`src/rtl/up_down_bounded_counter.sv`:
```
// Up/down counter bounded by runtime lo/hi limits, with per-bound wrap or saturate,
// parallel load, a sticky load flag and single-cycle overflow/underflow pulses.
module up_down_bounded_counter #(
    parameter int               WIDTH   = 8,
    parameter logic [WIDTH-1:0] RST_VAL = '0
) (
    input  logic             clk,
    input  logic             clr,
    input  logic             en,
    input  logic             up,
    input  logic             sat,
    input  logic             load,
    input  logic [WIDTH-1:0] load_val,
    input  logic [WIDTH-1:0] lo,
    input  logic [WIDTH-1:0] hi,
    output logic [WIDTH-1:0] count,
    output logic             ovf,
    output logic             unf,
    output logic             loaded,
    output logic             at_max,
    output logic             at_min,
    output logic             cfg_err
);

    logic [WIDTH-1:0] count_next;
    logic             ovf_next;
    logic             unf_next;

    assign at_max  = (count == hi);
    assign at_min  = (count == lo);
    assign cfg_err = (lo > hi);

    // Bound compare happens before the step, so +1/-1 never crosses 0 or all-ones.
    always_comb begin
        count_next = count;
        ovf_next   = 1'b0;
        unf_next   = 1'b0;
        if (load) begin
            count_next = load_val;
        end else if (en && !cfg_err) begin
            if (up) begin
                if (count < hi) begin
                    count_next = count + WIDTH'(1);
                end else if (sat) begin
                    count_next = hi;
                end else begin
                    count_next = lo;
                    ovf_next   = 1'b1;
                end
            end else begin
                if (count > lo) begin
                    count_next = count - WIDTH'(1);
                end else if (sat) begin
                    count_next = lo;
                end else begin
                    count_next = hi;
                    unf_next   = 1'b1;
                end
            end
        end
    end

    always_ff @(posedge clk) begin
        if (clr) begin
            count  <= RST_VAL;
            ovf    <= 1'b0;
            unf    <= 1'b0;
            loaded <= 1'b0;
        end else begin
            count <= count_next;
            ovf   <= ovf_next;
            unf   <= unf_next;
            if (load) begin
                loaded <= 1'b1;
            end
        end
    end

endmodule

```
`config.mk`:
```
export PLATFORM = sky130hd
export DESIGN_NAME = up_down_bounded_counter
export DESIGN_NICKNAME = d
export VERILOG_FILES = /design/src/rtl/up_down_bounded_counter.sv
export SDC_FILE = /design/constraint.sdc
export NUM_CORES = 1
export LEC_CHECK = 0
export BUFFER_PORTS_ARGS = -buffer_cell sky130_fd_sc_hd__clkbuf_2
export CORE_MARGIN = 2
export CORE_UTILIZATION = 56
export CTS_BUF_LIST = sky130_fd_sc_hd__clkbuf_4 sky130_fd_sc_hd__clkbuf_8
export CTS_CLUSTER_SIZE = 25
export DETAILED_ROUTE_END_ITERATION = 12
export GPL_ROUTABILITY_DRIVEN = 0
export PLACE_DENSITY = 0.91
export REMOVE_ABC_BUFFERS = 1
export SLEW_MARGIN = 10
export SYNTH_ARGS = -nofsm -noshare
export SYNTH_HDL_FRONTEND = slang
export SYNTH_SLANG_ARGS = --single-unit
```
`constraint.sdc`:
```
create_clock -name clk -period 2.7 [get_ports clk]
set_input_delay 0.27 -clock clk [delete_from_list [all_inputs] [get_ports clk]]
set_output_delay 0.27 -clock clk [all_outputs]
set_load 0.005 [all_outputs]
```
=== After elaboration in Yosys (flattened, before gate mapping) ===
Cells that the tools add are included.

* Register bits after elaboration: 11
* Bits in writable memories: 0
* Output and inout bits: 14
* Input port bits: 30
* Bits in latches: 0
* Memories: 0
* Bits in read-only memories: 0
* Logic and storage cells: 26

* $lt $le $gt $ge: 3
* Multiply operators: 0
* Equality and inequality tests: 2
* Shifts and indexed selects: 0
* Bitwise operators: 2
* Reduce and logical (&&, ||, !) cells: 5
* Muxes and demuxes: 8
* Add/sub/neg operators: 2
* Divide/modulo/power cells: 0

{| class="wikitable"
|+ Operators by type and width
! operator !! count
|-
| $mux 8 || 7
|-
| $eq 8x8->1 || 2
|-
| $gt 8x8->1 || 2
|-
| $reduce_or 5->1 || 2
|-
| $add 8x1->8 const B || 1
|-
| $lt 8x8->1 || 1
|-
| $sub 8x1->8 const B || 1
|-
| $not 1->1 || 2
|-
| $reduce_bool 2->1 || 1
|-
| $logic_and 1x1->1 || 1
|-
| $logic_not 1->1 || 1
|-
| $mux 1 || 1
|}

=== Logic depth before layout (Yosys ltp) ===
* Depth in word-level cells: 5
* Depth in mapped cells: 10
* Gate-level depth less buffers: 9

=== Worst setup path after synthesis ===
OpenSTA, ideal clock, no wires.

* Kind: register to register
* Start: register count[1]
* End: register count[2]
* Arrival time: 2.171 ns
* Path buffers: 1
* Clock period less this slack: 2.264 ns
* Setup time: 0.092 ns
* Cell stages (with the launch flop): 10
* Slack: 0.436 ns
* Data required time: 2.608 ns
* Cells stage by stage: dfxtp_1 > ha_1 > nor2b_4 > o211ai_2 > a21oi_2 > a2111oi_4 > buf_4 > mux2i_1 > o22ai_1 > o32ai_1

* Cells in the longest elaborated chain, start to end: 5
* Elaborated cells on any way between the ends: 9
* Those cells by class: add/sub: 2; order compare: 2; mux: 5

{| class="wikitable"
|+ RTL lines
! what !! RTL line !! text
|-
| start, declared || 16 || <nowiki>output logic [WIDTH-1:0] count,</nowiki>
|-
| start signal, assigned || 70 || <nowiki>count <= count_next;</nowiki>
|-
| $sub 8x1->8 (tied with other cells) || 52 || <nowiki>count_next = count - WIDTH'(1);</nowiki>
|-
| $mux 8 (on tied branches) || 51, 42 ||
|-
| $mux 8 (*) || 41 || <nowiki>if (up) begin</nowiki>
|-
| $mux 8 (*) || 40 || <nowiki>end else if (en && !cfg_err) begin</nowiki>
|-
| $mux 8 (*) || 38 || <nowiki>if (load) begin</nowiki>
|}

Every way passes the cells marked *; elsewhere a longest branch is shown, timed or not. The select of a mux whose other input is x is not followed.
A chain may end at the register's enable or synchronous reset.

=== Worst setup path after layout ===
* Start: register count[0]
* End: register count[3]

The elaborated chain is that of the path after synthesis.

==> metrics.md <==
| Metric | Value |
|---|---|
| Slowest stage delay, CP | 0.42 ns |
| Crit. End Element | flip-flop |
| WS Path Type | flip-flop to flip-flop |
| Combinational share of power | 0.579 |
| Outcome | complete, no violations |
| Largest net degree at the start of global routing | 22 |
| RSZ-0062 raised after global routing | no |
| CTS Buffer Depth | 2 |
| Die area | roughly 3600 um2 |
| Initial antenna violation count | 0 |
| Area delta synth->final | 15.5% |
| Slew @ Worst Pin | between 0.7 and 0.8 ns |
| Crit path from | count[0]$_SDFFE_PP0P_ |
| Share of cells above drive strength 1 | 0.278 |
| Switching Fraction | 0.420 |
| Power Dens Cells | around 390 nW/um2 |
| Die Span X | roughly 60 um |
| Clk network pwr share | 0.162 |
| Antenna-violating nets left | 0 |
| Via/cell ratio | roughly 6.1 |
| Initial core utilization | 0.583 |
| Wire per inst | between 15 and 20 um |
| Num CTS Buffers | 3 |
| CP max stage cell | dfxtp_1 |
| Relative slew slack | 0.526 |
| Leak Pwr | 0.00103 uW |
| Final hold slack | 0.316 ns |
| Syn Area/Cell | 8.10 um2 |
| Kind of cell adding the most delay to the critical path | compound AO/OA/AOI/OAI gates |
| Tmin final | about 2.4 ns |
| Num rows | 20 |
| CORE AREA | approximately 3000 um2 |
| Setup Viol. Count Final | 0 |
| Nets | around 320 |
| Clock latency on the worst-skew pair | ~0.28 ns |
| Post-CTS Setup Bufs | 0 |
| Worst-path clk slew | around 0.07 ns |
| CTS tree | built |
| Sequential power share | 0.260 |
| Distinct cell type count after synthesis | 48 |
| Max FO, Critical Path | 12 |
| Remaining global-route overflow | 0 |
| Vias in the first global route | between 1500 and 2000 |
| Period utilization | 0.888 |
| First-pass GRT wire length | 7.53 mm |
| Crit path DAT | between 2 and 3 ns |
| GRT Overall Usage | 0.277 |
| Worst path buffer plus inverter count | 2 |
| Synth warn | 0 |
| DP HPWL | around 3.8 mm |
| Fmax | about 420 MHz |
| Switch Pwr | 329 uW |
| Remaining DRCs | 0 |
| Commonest non-fill, non-tap cells in the layout | clkbuf_2 (43), ha_1 (26), inv_1 (21) |
| # Max-Cap Violations | 0 |
| Setup TNS | 0 ns |
| Die Y | 59.9 um |
| Clk_skew | approximately 0.0077 ns |
| Reg2reg start | count[0]$_SDFFE_PP0P_ |
| CP Cell Sequence | inv_1 > ha_1 > nor2b_4 > o211ai_2 > a21oi_2 > a2111oi_4 > buf_4 > mux2i_1 > o22ai_1 > o32ai_1 |
| Vias | 1795 |
| Startpoint types | flip-flop |
| I/O Buffers | 43 |
| Routed WL | around 4.5 mm |
| Initial DRC Count | 88 |
| FFs w/ async S/R, synth | 0 |
| Post-synth EDFFs | 0 |
| Netlist Area Pre-Place | 1750 um2 |
| Synth Register Bits | 11 |
| HP Start | clr |
| ANT cells | 0 |
| Root Buffer | clkbuf_4 |
| Sequential-to-total area share from yosys stat | 0.126 |
| Hold-fix buffers, CTS | 0 |
| Main synth FF type | dfxtp_1 |
| Gate Count Post-Synth | about 220 |
| Internal cell power | about 450 uW |
| H-tree levels | 1 |
| Worst-case vdd ir drop | roughly 0.23 mV |
| Sink Count | 11 |
| Max-slew violations | 0 |
| Ports | between 40 and 50 |
| DR pass1 iterations | 6 |
| Critical Path RT | between 2 and 3 ns |
| Final hold violations | 0 |
| Commonest non-fill, non-tap cell in the layout | clkbuf_2 |
| Post-cts resize count | 0 |
| Worst Hold Class | input pin to flip-flop |
==> flip-flops by register name (all words and copies together) (netlist names) <==
signal  count
unf         1
count       8
ovf         1
loaded      1
==> area by class of cell <==
type,count,area (um2)
Clock buffer,4,30.0
Fill cell,259,982
Inverter,21,78.8
Multi-Input combinational cell,172,1380
Sequential cell,11,220
Tap cell,33,41.3
Timing Repair Buffer,51,275
==> power by group through the flow <==
stage | sequential [uW] | combinational (uW) | clock [uW]
finish | 204 | 453 | 127
detailed placement | 207 | 447 | 0
floorplan | 215 | 283 | 0
global route | 206 | 500 | 138
global placement | 205 | 425 | 0
CTS | 203 | 450 | 129
==> metal layers <==
metal,up-vias,routed length [um],track usage
li1,876,-,-
met1,821,1850,0.307
met2,77,2220,0.495
met3,21,274,0.0563
met4,0,180,0.133
met5,-,0,0
==> synth_stat cells, types with 2 or more instances <==
master / number / area (um2)
o211ai_2: 2 / 25.0
o22ai_1: 2 / 12.5
dfxtp_1: 11 / 220
nor2b_1: 2 / 12.5
nand2b_1: 3 / 18.8
o2111ai_1: 2 / 17.5
nand3_1: 3 / 15.0
clkbuf_1: 2 / 7.51
a21oi_1: 10 / 50.1
nor2_1: 20 / 75.1
buf_2: 7 / 35.0
xor2_1: 5 / 43.8
mux2i_1: 20 / 200
a221oi_2: 3 / 45.0
a311oi_2: 2 / 30.0
o21ai_0: 4 / 20.0
or3_1: 3 / 18.8
o32ai_1: 2 / 17.5
inv_1: 21 / 78.8
nor3_1: 6 / 30.0
a311oi_1: 3 / 26.3
nand2_1: 18 / 67.6
ha_1: 26 / 325
xnor2_1: 6 / 52.6
nand4_1: 6 / 37.5
o211ai_1: 5 / 37.5
==> stage by stage <==
stage                     area [um2]  total power [uW]  setup slack [ns]  instances   util
after global routing            2020               845             0.179        292  0.673
after global placement          1990               630             0.410        288  0.663
after floorplan                 1670               499             0.211        204      -
after CTS                       2020               782             0.332        292  0.673
final                           2020               783             0.304        292  0.673
after detailed placement        1990               654             0.307        288  0.663
==> worst paths after layout <==
check                           to  slack, ns  cells past startpoint
min reg2reg    loaded$_SDFFE_PP0P_       0.47                      2
max reg2reg  count[3]$_SDFFE_PP0P_       0.30                     10
min          count[7]$_SDFFE_PP0P_       0.32                      2
max          count[3]$_SDFFE_PP0P_       0.30                     10
==> cell families after synthesis <==
group                    after synthesis  share of synthesized area
AO/OA/AOI/OAI                         46                      0.229
XOR/XNOR                              11                     0.0551
adder cells (fa/ha/maj)               26                      0.186
buffers and inverters                 33                     0.0880
flip-flops                            11                      0.126
multiplexers                          21                      0.123
AND/OR/NAND/NOR                       68                      0.193
No activity file was read; power rests on OpenSTA's default activity.
